[config.mk]
export PLATFORM = sky130hd
export DESIGN_NAME = divider
export DESIGN_NICKNAME = d
export VERILOG_FILES = /design/src/rtl/divider.sv
export SDC_FILE = /design/constraint.sdc
export NUM_CORES = 1
export LEC_CHECK = 0
export BUFFER_PORTS_ARGS = -buffer_cell sky130_fd_sc_hd__buf_2
export CAP_MARGIN = 20
export CORE_UTILIZATION = 60
export CTS_BUF_LIST = sky130_fd_sc_hd__clkbuf_8
export CTS_CLUSTER_DIAMETER = 50
export CTS_CLUSTER_SIZE = 14
export DETAILED_ROUTE_END_ITERATION = 7
export MAX_ROUTING_LAYER = met4
export PLACE_DENSITY = 0.9
export SYNTH_ARGS = -nofsm -noshare
export SYNTH_HDL_FRONTEND = slang
export SYNTH_SLANG_ARGS = --single-unit
[constraint.sdc]
create_clock -name clk -period 5.4 [get_ports clk]
set_input_delay 0.27 -clock clk [delete_from_list [all_inputs] [get_ports clk]]
set_output_delay 0.27 -clock clk [all_outputs]
set_load 0.02 [all_outputs]
[src/rtl/divider.sv]
// Sequential signed divider: one quotient bit per clock using non-restoring
// division on operand magnitudes, with a final restore and sign fix-up cycle.
module divider #(
    parameter int WIDTH = 32
) (
    input  logic               clk,
    input  logic               reset,
    input  logic               start,
    input  logic [WIDTH-1:0]   Dvnd,
    input  logic [WIDTH-1:0]   Dvsr,
    output logic [2*WIDTH-1:0] Y,
    output logic               busy,
    output logic               done,
    output logic               div_by_zero
);

    localparam int CW = $clog2(WIDTH);
    localparam logic [CW-1:0] LAST_ITER = CW'(WIDTH - 1);

    typedef enum logic [1:0] {
        IDLE,
        CALC,
        FIX,
        DONE
    } state_t;

    state_t state, next_state;

    // Partial remainder carries one extra bit so its sign can steer add/subtract.
    logic [WIDTH:0]   rem;
    // Holds the dividend magnitude at start; quotient bits shift in from the right.
    logic [WIDTH-1:0] quo;
    logic [WIDTH-1:0] dvsr_mag;
    logic [CW-1:0]    cnt;
    logic             neg_q;
    logic             neg_r;
    logic             zero_dvsr;

    logic [WIDTH:0]   dvsr_ext;
    logic [WIDTH:0]   rem_shift;
    logic [WIDTH:0]   rem_step;
    logic [WIDTH:0]   rem_fixed;
    logic [WIDTH-1:0] q_out;
    logic [WIDTH-1:0] r_mag;
    logic [WIDTH-1:0] r_out;

    assign busy = (state != IDLE);
    assign done = (state == DONE);

    // One non-restoring step plus the final restore and sign correction.
    always_comb begin
        dvsr_ext  = {1'b0, dvsr_mag};
        rem_shift = {rem[WIDTH-1:0], quo[WIDTH-1]};
        rem_step  = rem[WIDTH] ? (rem_shift + dvsr_ext) : (rem_shift - dvsr_ext);
        rem_fixed = rem[WIDTH] ? (rem + dvsr_ext) : rem;
        if (zero_dvsr) begin
            // No iterations ran, so quo still holds |Dvnd|; remainder becomes Dvnd.
            q_out = '1;
            r_mag = quo;
        end else begin
            q_out = neg_q ? (-quo) : quo;
            r_mag = rem_fixed[WIDTH-1:0];
        end
        r_out = neg_r ? (-r_mag) : r_mag;
    end

    // State register.
    always_ff @(posedge clk or negedge reset) begin
        if (!reset) begin
            state <= IDLE;
        end else begin
            state <= next_state;
        end
    end

    // Next-state logic: a zero divisor skips the iteration phase entirely.
    always_comb begin
        next_state = state;
        case (state)
            IDLE: begin
                if (start) begin
                    next_state = (Dvsr == '0) ? FIX : CALC;
                end
            end
            CALC: begin
                if (cnt == LAST_ITER) begin
                    next_state = FIX;
                end
            end
            FIX:     next_state = DONE;
            DONE:    next_state = IDLE;
            default: next_state = IDLE;
        endcase
    end

    // Datapath: capture magnitudes on start, iterate in CALC, publish in FIX.
    always_ff @(posedge clk or negedge reset) begin
        if (!reset) begin
            rem         <= '0;
            quo         <= '0;
            dvsr_mag    <= '0;
            cnt         <= '0;
            neg_q       <= 1'b0;
            neg_r       <= 1'b0;
            zero_dvsr   <= 1'b0;
            Y           <= '0;
            div_by_zero <= 1'b0;
        end else begin
            case (state)
                IDLE: begin
                    if (start) begin
                        rem       <= '0;
                        quo       <= Dvnd[WIDTH-1] ? (-Dvnd) : Dvnd;
                        dvsr_mag  <= Dvsr[WIDTH-1] ? (-Dvsr) : Dvsr;
                        cnt       <= '0;
                        neg_q     <= Dvnd[WIDTH-1] ^ Dvsr[WIDTH-1];
                        neg_r     <= Dvnd[WIDTH-1];
                        zero_dvsr <= (Dvsr == '0);
                    end
                end
                CALC: begin
                    rem <= rem_step;
                    quo <= {quo[WIDTH-2:0], ~rem_step[WIDTH]};
                    cnt <= cnt + 1'b1;
                end
                FIX: begin
                    Y           <= {r_out, q_out};
                    div_by_zero <= zero_dvsr;
                end
                default: begin
                end
            endcase
        end
    end

endmodule
-- After elaboration in Yosys (flattened, before gate mapping)
Cells that the tools add are included.
- equality and inequality tests: 6
- reduce and logical (&&, ||, !) cells: 7
- add/sub/neg operators: 8
- multiplexer cells: 18
- bitwise gates (word level): 2
- operators with widths (operator ; number):
    $mux 32 ; 8
    $neg 32->32 ; 4
    $mux 33 ; 2
    $pmux 33 s2 ; 1
    $pmux 32 s2 ; 1
    $add 33x32->33 ; 1
    $sub 33x32->33 ; 1
    $add 32x32->32 ; 1
    $logic_not 32->1 ; 1
    $pmux 5 s2 ; 1
    $pmux 2 s4 ; 1
    $mux 2 ; 3
    $reduce_and 2->1 ; 3
    $add 5x1->5 const B ; 1
    $eq 5x5->1 const B ; 1
    $mux 5 ; 1
    $eq 2x2->1 const B ; 2
    $ne 2x2->1 const B ; 2
    $reduce_bool 2->1 ; 2
    $eq 2x1->1 const B ; 1
    $logic_not 2->1 ; 1
    $not 1->1 ; 1
    $xor 1x1->1 ; 1
- input bits: 67
- output and inout port bits: 67
- word-level logic and storage cells: 51
- register bits: 172

-- Logic depth before layout (Yosys ltp)
Gate-level depths: netlist of run 1.
- word-level depth: 5
- depth in mapped cells: 20
- gate-level depth less buffers: 20

-- Worst setup path before layout of run 1
Ideal clock, no wire load.
- path type: reg-to-reg
- from: reg rem[32]
- to: reg quo[0]
- data arrival time: 4.436 ns
- clock period less this slack: 4.586 ns
- stages on the path, launching flop included: 20
- data required time: 5.250 ns
- slack: 0.814 ns
- cell sequence: dfrtp_1 > buf_2 > buf_1 > buf_1 > buf_1 > nor2_1 > xor2_1 > ha_1 > nor2b_1 > o21a_1 > o21ai_0 > a21oi_1 > a31oi_1 > o21ai_0 > a221oi_1 > o21ai_0 > a221oi_1 > o21ai_0 > mux2i_1 > o311ai_0
- cells in the longest elaborated chain, start to end: 3
- RTL lines (what ; line ; text):
    from (decl) ; 30 ; logic [WIDTH:0] rem;
    from (signal assigned) ; 122 ; rem <= rem_step;
    $mux 33 ; 54 ; rem_step = rem[WIDTH] ? (rem_shift + dvsr_ext) : (rem_shift - dvsr_ext);
    $not 1->1 ; 123 ; quo <= {quo[WIDTH-2:0], ~rem_step[WIDTH]};
    $pmux 32 s2 ; 109 ; case (state)
    to (signal assigned) ; 113 ; quo <= Dvnd[WIDTH-1] ? (-Dvnd) : Dvnd;
    to (signal assigned) ; 123 ;
    to (decl) ; 32 ; logic [WIDTH-1:0] quo;
Every way passes these cells.
A chain may end at the register's enable or synchronous reset.

-- Worst setup path in the final report of run 1
- from: reg rem[0]
- to: reg Y[63]
- cells in the longest elaborated chain, start to end: 5
- RTL lines (what ; line ; text):
    $add 32x32->32 ; 55 ; rem_fixed = rem[WIDTH] ? (rem + dvsr_ext) : rem;
    $mux 32 * ; 55 ;
    $mux 32 * ; 56 ; if (zero_dvsr) begin
    $neg 32->32 ; 64 ; r_out = neg_r ? (-r_mag) : r_mag;
    $mux 32 * ; 64 ;
    to (signal assigned) ; 127 ; Y <= {r_out, q_out};
    to (decl) ; 11 ; output logic [2*WIDTH-1:0] Y,
Mark *: on every way between the ends. The rest lies on a longest branch, timed or not.

==> results.txt, run 1 <==
Final Hold Vio Count: 0
Max-slew violation count: 0
Clk_lat worst skew: 0.47 ns
Worst clock skew: 0.0145 ns
Clock power frac: 8.6%
Net Count, Synth: 1,802
Largest net degree at the start of global routing: 81
Placed cell area: 0.0144 sq mm
Asr flop ratio synth: 100%
FF+latch count, synth: 172
Pwr Total: 11.5 mW
Post-synth top cells: nand2_1, dfrtp_1, o21ai_0
Tot GR Track Use: 33.4%
H-tree depth: 4
Worst Tran Pin Value: 1.08 ns
IO Port Bufs: 133
Slew margin rel.: 28.0%
EDFF count, synth: 0
Vias/cell: 6.27
Max frequency: 0.197 GHz
Pwr Density: 769 mW/mm^2
Cell Area, Synth: 0.0136 sq mm
Setup TNS: 0 ns
Max-cap violations: 0
Dpl cells: 2,002
Die Ht: 153 um
Reg2reg start: rem[0]
NetSw: 6.00 mW
Minimum clock period: 5.07 ns
Area delta synth->final: 9.65%
# diodes: 0
Avg WL per Cell: 18.2 um
Initial antenna violation count: 0
TritonRoute pass-1 iters: 8
Number of global-route vias before repair: 12,200
Drt first-iter violations: 1,207
Area of the core: 0.0220 sq mm
DIE WIDTH: 153 um
# DRC: 17
CTS tree: yes
Synth cell types: 68
Peak supply drop: 0.411 mV
Total wire length: 37.0 mm
Leakage: 6.61 nW
Mapped Cells: 1,659
Root buffer cell: clkbuf_8
Final setup violation count: 0
Initial core utilization: 61.7%
Yosys top cell area share: 31.7%
Grt ovf: 0
Outcome: complete, but fails checks
Fin area: 0.0149 sq mm
Main synth FF type: dfrtp_1
CP Launch Type: flop
Pint: 5.45 mW
Layout Nets: 1,886
Setup ws final: 0.326 ns
Post-route insts no fill: 2,035
First-pass GRT wire length: 60.7 mm
Seq/Total Area, Yosys: 31.7%
Clk sinks: 172
Sw frac: 52.4%
Yosys warnings: 0
Full die area: 0.0233 sq mm
Routed vias: 12,800
Fin crit share: 94.0%
Violated checks: design-rule violations
I/O Pins: 134
Area leader, netlist: dfrtp_1
Hold crit path type: primary input to flop
Worst setup path start: rem[0]
CP Class: flop to flop
Deepest clock path buffer count: 2
Antenna-violating nets left: 0
Hold_ws: 0.0905 ns
Num CTS Buffers: 17
Largest cells by area after synthesis: dfrtp_1, xor2_1, ha_1
Clk pin slew, worst setup/hold paths: 0.11 ns
Post-DP HPWL: 27.9 mm
Final core utilization: 67.7%
Endpoint type of the worst setup path: flop
Share of layout cells above drive strength 1: 13.7%
Crit path DAT: 5.40 ns
Post-CTS Repair Setup Buffers: 0
Worst reg2reg setup slack: 0.33 ns
Gp weighted congestion: 0.962
Critical path required time: 5.73 ns
RSZ-0062 raised after global routing: no
CP max FO: 5
FP Rows: 54
Syn_area_per_cell: 8.19 sq um
Dpl ws: 0.356 ns
Hold Path Origin: Dvsr[0]
Logic pwr share: 67.0%
Sequential power share: 24.4%
Count leader, synth: nand2_1
-- logic make-up (layout without fill, tap and decap cells) --
family | count (synthesis) | in the layout | share of synthesized area, %
XOR/XNOR | 196 | 196 | 12.6
AND/OR/NAND/NOR | 485 | 485 | 16.6
flip-flops | 172 | 172 | 31.7
AO/OA/AOI/OAI | 556 | 556 | 25.1
multiplexers | 39 | 39 | 3.11
buffers and inverters | 135 | 231 | 3.79
adder cells (fa/ha/maj) | 76 | 76 | 7.11
-- timing repair --
item / 4_1_cts / 5_1_grt
hold buffers: 1 / 0
gates resized for setup: 0 / 3
hold endpoints to repair: 41 / 0
endpoints found under the setup margin: 0 / 2
-- layout make-up --
cell class | instances | area [sq um]
sequential | 172 | 4300
tap | 280 | 350
fill | 1776 | 7120
inverter | 43 | 161
clock buffer | 17 | 234
timing repair buffer | 157 | 862
multi-input combinational | 1352 | 8810
clock inverter | 14 | 183
-- path summary, 6_finish.rpt --
path / endpoint / cells past startpoint
max: Y[63] / 14
min: dvsr_mag[0] / 3
max reg2reg: Y[63] / 14
min reg2reg: Y[37] / 1
max in group asynchronous: rem[21] / 3
min in group asynchronous: Y[3] / 2
-- power by group through the flow --
stage	sequential (mW)	clock (mW)	combinational (mW)
after floorplan	2.65	0	5.72
final	2.80	0.985	7.67
after detailed placement	2.78	0	7.50
after CTS	2.75	0.992	7.55
after global placement	2.73	0	7.27
after global routing	2.87	1.04	8.49
-- layer usage --
layer	wire length (um)	global-route usage (%)	vias up
li1	-	-	6120
met1	16300	45.2	5991
met2	16500	51.2	579
met3	3250	4.66	69
met4	981	12.1	0
met5	0	-	-
-- sequential cells by signal, summed over array words and instances (netlist names) --
register and cells:
state 2, zero_dvsr 1, dvsr_mag 32, Y 64, neg_r 1, rem 33
cnt 5, div_by_zero 1, quo 32, neg_q 1
-- layout by cell type, fill, tap and decap left out, drive strengths merged, types with 18 or more instances in the layout --
cell type	Yosys	routed
ha	74	74
nor2	143	143
xor2	121	121
inv	43	49
buf	11	156
a22oi	20	20
a21oi	148	148
o31ai	38	38
nand2	182	182
or4	19	19
o21ai	189	189
nor3	20	20
xnor2	75	75
a21o	33	33
dfrtp	172	172
or3	22	22
nand2b	18	18
mux2	26	26
-- critical path: stages (launching register included) --
cell and delay (ns):
dfrtp_1 0.43, ha_1 0.25, fa_1 0.44, a211oi_2 0.37, o21ai_1 0.17, o211ai_1 0.23
mux2i_1 0.22, o211ai_1 0.20, or4b_4 0.55, or4_1 0.53, or2_1 0.28, or4_1 0.61
o41a_1 0.43, xnor2_1 0.15, a21oi_1 0.08
No activity file was read; power rests on OpenSTA's default activity.
==> run 2, diff against run 1 <==
Settings changed: CORE_MARGIN from default to 2, CORE_UTILIZATION 60 to 45, PLACE_DENSITY 0.9 to 0.72.
==> run 2 against run 1 <==
Effect of this change: the run now ends clean; final cell count increased by 5.4%; utilization is 17 points lower; wire length rose by 1.5%; critical path depth unchanged; global-route usage shrank 8.8 points; largest power group unchanged; highest routed layer unchanged.
==> results.txt, run 2 (synthesis results as in run 1) <==
Layout Nets: 1,885
Initial antenna violation count: 0
Max frequency: 0.197 GHz
Full die area: 0.0316 sq mm
Minimum clock period: 5.08 ns
Register area: 0.00430 sq mm
Area delta synth->final: 10.4%
Avg WL per Cell: 17.5 um
H-tree depth: 4
FP Rows: 63
Post-DP HPWL: 28.6 mm
Delay-heaviest family, CP: simple AND/OR/NAND/NOR gates
CP max-delay cell: or4_1
Deepest clock path buffer count: 2
Largest net degree at the start of global routing: 100
Routed vias: 12,500
Num CTS Buffers: 17
Footprint of the multi-input gates: 0.00880 sq mm
Post-CTS Repair Setup Buffers: 0
Fill count: 2,830
Number of global-route vias before repair: 11,700
Hold crit path type: primary input to flop
Max-cap violations: 0
Endpoint type of the worst setup path: flop
CP Cell Sequence: ha_1 -> fa_1 -> a211oi_2 -> o21ai_1 -> o211ai_1 -> mux2i_1 -> o211ai_1 -> or4b_4 -> or4_1 -> or2_1 -> or4_1 -> o41a_1 -> xnor2_1 -> a21oi_1
CP Class: flop to flop
CP Launch Type: flop
Area of the core: 0.0297 sq mm
Pwr Total: 11.4 mW
Die Ht: 178 um
RSZ-0062 raised after global routing: no
Grt ovf: 0
DIE WIDTH: 178 um
Tot GR Track Use: 24.6%
Clk pin slew, worst setup/hold paths: 0.12 ns
Critical path required time: 5.72 ns
I/O Pins: 134
Fin crit share: 94.1%
Top flop regs: Y (64), rem (33)
Share of layout cells above drive strength 1: 13.6%
First-pass GRT wire length: 60.4 mm
Clk sinks: 172
Setup TNS: 0 ns
Vias/cell: 5.85
CTS tree: yes
IO Port Bufs: 133
Largest Register: Y
Root buffer cell: clkbuf_8
# diodes: 0
Most frequent cells in the layout: nand2_1, dfrtp_1, o21ai_0
Gp weighted congestion: 0.951
Slew margin rel.: 30.4%
Final Hold Vio Count: 0
Max FFs per register: 64
TritonRoute pass-1 iters: 6
Antenna-violating nets left: 0
Most common cell after layout, fill and taps aside: nand2_1
CP max FO: 5
Crit path DAT: 5.40 ns
Worst Tran Pin Value: 1.04 ns
Total wire length: 37.6 mm
WP buf/inv: 0
Max-slew violation count: 0
Slowest stage delay, CP: 0.61 ns
Pwr Density: 757 mW/mm^2
Outcome: complete, no violations
Peak supply drop: 0.291 mV
Initial core utilization: 45.7%
Final setup violation count: 0
Worst clock skew: 0.0325 ns
Leakage: 6.60 nW
Drt first-iter violations: 1,225
# DRC: 0
Clk_lat worst skew: 0.48 ns
Setup ws final: 0.319 ns
Dpl ws: 0.388 ns
==> run 2: metal layers <==
metal  vias to the layer above  share of wire, %  track usage, %
met5                         -                 0               -
met4                         0               1.4            6.08
met3                        31               6.2            1.97
met2                       424                43            36.8
met1                      5957                49            35.9
li1                       6133                 -               -
==> run 2: stage by stage <==
stage	instances	hold WS, ns	util [%]	area, sq um
floorplan	1659	-0.0256	-	13600
global placement	2110	0.421	49.0	14600
detailed placement	2110	0.430	49.0	14600
CTS	2143	0.0663	50.4	15000
global route	2145	0.0918	50.5	15000
finish	2145	0.0906	50.5	15000
==> run 2: path summary, 6_finish.rpt <==
check,slack [ns],depth (start not counted),from,endpoint
worst max-delay path,0.32,14,rem[0],Y[63]
worst min-delay path,0.09,3,Dvsr[30],dvsr_mag[30]
worst max register to register,0.32,14,rem[0],Y[63]
worst min register to register,0.52,1,Y[40],Y[40]
max in group asynchronous,3.81,3,reset,quo[12]
min in group asynchronous,0.40,2,reset,Y[0]
==> run 2: power breakdown <==
group	internal [mW]	total, mW	switching [mW]
combinational	3.11	7.61	4.49
sequential	1.89	2.81	0.916
clock	0.357	0.936	0.579
==> run 2: area by class of cell <==
cell class | count | share of cell area, %
Multi-Input combinational cell | 1352 | 58.6
Inverter | 43 | 1.08
Tap cell | 390 | 3.25
Clock buffer | 18 | 1.65
Sequential cell | 172 | 28.7
Clock inverter | 14 | 1.00
Timing Repair Buffer | 156 | 5.70
==> run 2: worst min-delay path: cells and delay by family <==
kind	cells	cell delay (ns)
AO/OA/AOI/OAI	1	0.10
XOR/XNOR	1	0.07
buffers and inverters	1	0.10
==> run 2: what timing repair did <==
action,CTS,global route
endpoints found under the setup margin,0,1
gates resized for setup,0,1
hold buffers,1,0
hold endpoints to repair,97,0
==> run 3, diff against run 2 <==
Settings changed: CORE_UTILIZATION 45 to 35, PLACE_DENSITY 0.72 to 0.61.
==> run 3 against run 2 <==
Effect of this change: non-clock buffer count is 3 higher; global-route usage fell by 4.2 points; first-iteration DRC count decreased by 33%; clock power is 5.1% higher; flip-flop and latch count is the same; largest cell class unchanged; clock skew down 0.0059 ns; largest power group unchanged; sequential share of layout area down 0.38 points; die area increased by 28%; register-to-register slack better by 0.03 ns.
==> results.txt, run 3 (synthesis results as in run 1) <==
Outcome: complete, no violations
Hold_ws: 0.0529 ns
Deepest clock path buffer count: 2
Fin crit share: 93.6%
Logic pwr share: 66.9%
Total wire length: 39.8 mm
Critical path required time: 5.76 ns
Max frequency: 0.198 GHz
Max-slew violation count: 0
CP Launch Type: flop
Setup TNS: 0 ns
Routed vias: 12,300
Layout Nets: 1,888
Post-CTS Repair Setup Buffers: 0
Num CTS Buffers: 17
Sequential power share: 24.5%
First-pass GRT wire length: 64.6 mm
Root buffer cell: clkbuf_8
Area of the core: 0.0385 sq mm
Top flop regs: Y (64), rem (33)
Reg2reg start: rem[0]
Hold Path Origin: Dvsr[0]
Worst reg2reg setup slack: 0.35 ns
CTS tree: yes
Pint: 5.42 mW
FP Rows: 72
Endpoint type of the worst setup path: flop
# diodes: 0
Max FFs per register: 64
Avg WL per Cell: 17.5 um
# DRC: 0
Post-DP HPWL: 31.0 mm
Most frequent cells in the layout: nand2_1, dfrtp_1, o21ai_0
Area delta synth->final: 11.9%
Clk sinks: 172
Hold crit path type: primary input to flop
Max-cap violations: 0
Most common cell after layout, fill and taps aside: nand2_1
Crit path DAT: 5.41 ns
CP Class: flop to flop
I/O Pins: 134
Pwr Density: 750 mW/mm^2
TritonRoute pass-1 iters: 5
Antenna-violating nets left: 0
Drt first-iter violations: 819
Final setup violation count: 0
Leakage: 6.63 nW
Vias/cell: 5.42
Worst clock skew: 0.0266 ns
WHS Endpoint: dvsr_mag[0]
Slew margin rel.: 33.7%
RSZ-0062 raised after global routing: no
DIE WIDTH: 201 um
Full die area: 0.0404 sq mm
Gp weighted congestion: 0.897
Clock power frac: 8.6%
CP max FO: 5
Clk pin slew, worst setup/hold paths: 0.11 ns
H-tree depth: 4
Share of layout cells above drive strength 1: 13.7%
NetSw: 5.99 mW
Worst Tran Pin Value: 0.995 ns
IO Port Bufs: 133
Grt ovf: 0
Largest Register: Y
Initial antenna violation count: 0
Hold Crit Depth: 3
Clk_lat worst skew: 0.51 ns
Minimum clock period: 5.05 ns
R2r worst-path depth: 14
Final Hold Vio Count: 0
Tot GR Track Use: 20.4%
Die Ht: 201 um
Reg2reg end: Y[63]
Peak supply drop: 0.274 mV
Sw frac: 52.5%
Number of global-route vias before repair: 11,900
Largest net degree at the start of global routing: 94
Initial core utilization: 35.3%
-- run 3: cell count changes in the layout (fill, tap and decap cells not counted), sizes merged --
cell | previous run | this run
buf | 155 | 158
bufinv | 0 | 1
clkinv | 7 | 4
clkinvlp | 2 | 0
inv | 48 | 52
-- run 3: worst max path at each step --
stage | from | to | slack [ns] | depth (start not counted)
2_1_floorplan | rem[32] | quo[0] | 0.81 | 19
4_1_cts | rem[0] | Y[63] | 0.36 | 14
3_5_place_dp | rem[0] | Y[63] | 0.42 | 14
5_1_grt | dvsr_mag[5] | quo[0] | 0.02 | 20
6_report | rem[0] | Y[63] | 0.35 | 14
3_3_place_gp | rem[0] | Y[63] | 0.43 | 14
-- run 3: area by class of cell --
type                            count  area [sq um]
Clock buffer                       18           248
Clock inverter                     14           169
Fill cell                        3956         23300
Inverter                           43           161
Multi-Input combinational cell   1352          8800
Sequential cell                   172          4300
Tap cell                          518           648
Timing Repair Buffer              159           877
-- run 3: power groups by stage --
stage | clock network, mW | registers, mW | logic [mW]
after CTS | 1.01 | 2.78 | 7.62
after detailed placement | 0 | 2.80 | 7.58
after floorplan | 0 | 2.65 | 5.72
after global placement | 0 | 2.78 | 7.47
final | 0.984 | 2.80 | 7.63
after global routing | 1.06 | 2.90 | 8.53
-- run 3: worst max-delay path, cell delays in order, from the launching register on --
cell,delay [ns]
dfrtp_1,0.43
ha_1,0.26
fa_1,0.43
a211oi_2,0.36
o21ai_1,0.18
o211ai_1,0.22
mux2i_1,0.21
o211ai_1,0.19
or4b_4,0.55
or4_1,0.53
or2_1,0.27
or4_1,0.62
o41a_1,0.43
xnor2_1,0.15
a21oi_1,0.08
-- run 3: routing by layer --
layer  share of wire [%]  vias to the layer above  global-route usage, %
met5                   0                        -                      -
met4                 1.3                        0                   4.18
met3                 5.2                       28                   3.23
met2                  43                      340                   30.4
met1                  51                     5828                   29.2
li1                    -                     6132                      -
-- run 3: repair_timing --
action	4_1_cts	5_1_grt
gates resized for setup	0	1
endpoints found under the setup margin	0	1
hold buffers	1	0
endpoints found under the hold margin	91	0
-- run 3: through the flow --
step	utilization (%)	setup WS [ns]	instance area (sq um)	std cells	power (mW)
after CTS	39.5	0.360	15200	2275	11.4
final	39.5	0.345	15200	2276	11.4
after detailed placement	38.4	0.417	14800	2242	10.4
after global routing	39.5	0.0239	15200	2276	12.5
after floorplan	-	0.814	13600	1659	8.37
after global placement	38.3	0.426	14700	2241	10.3
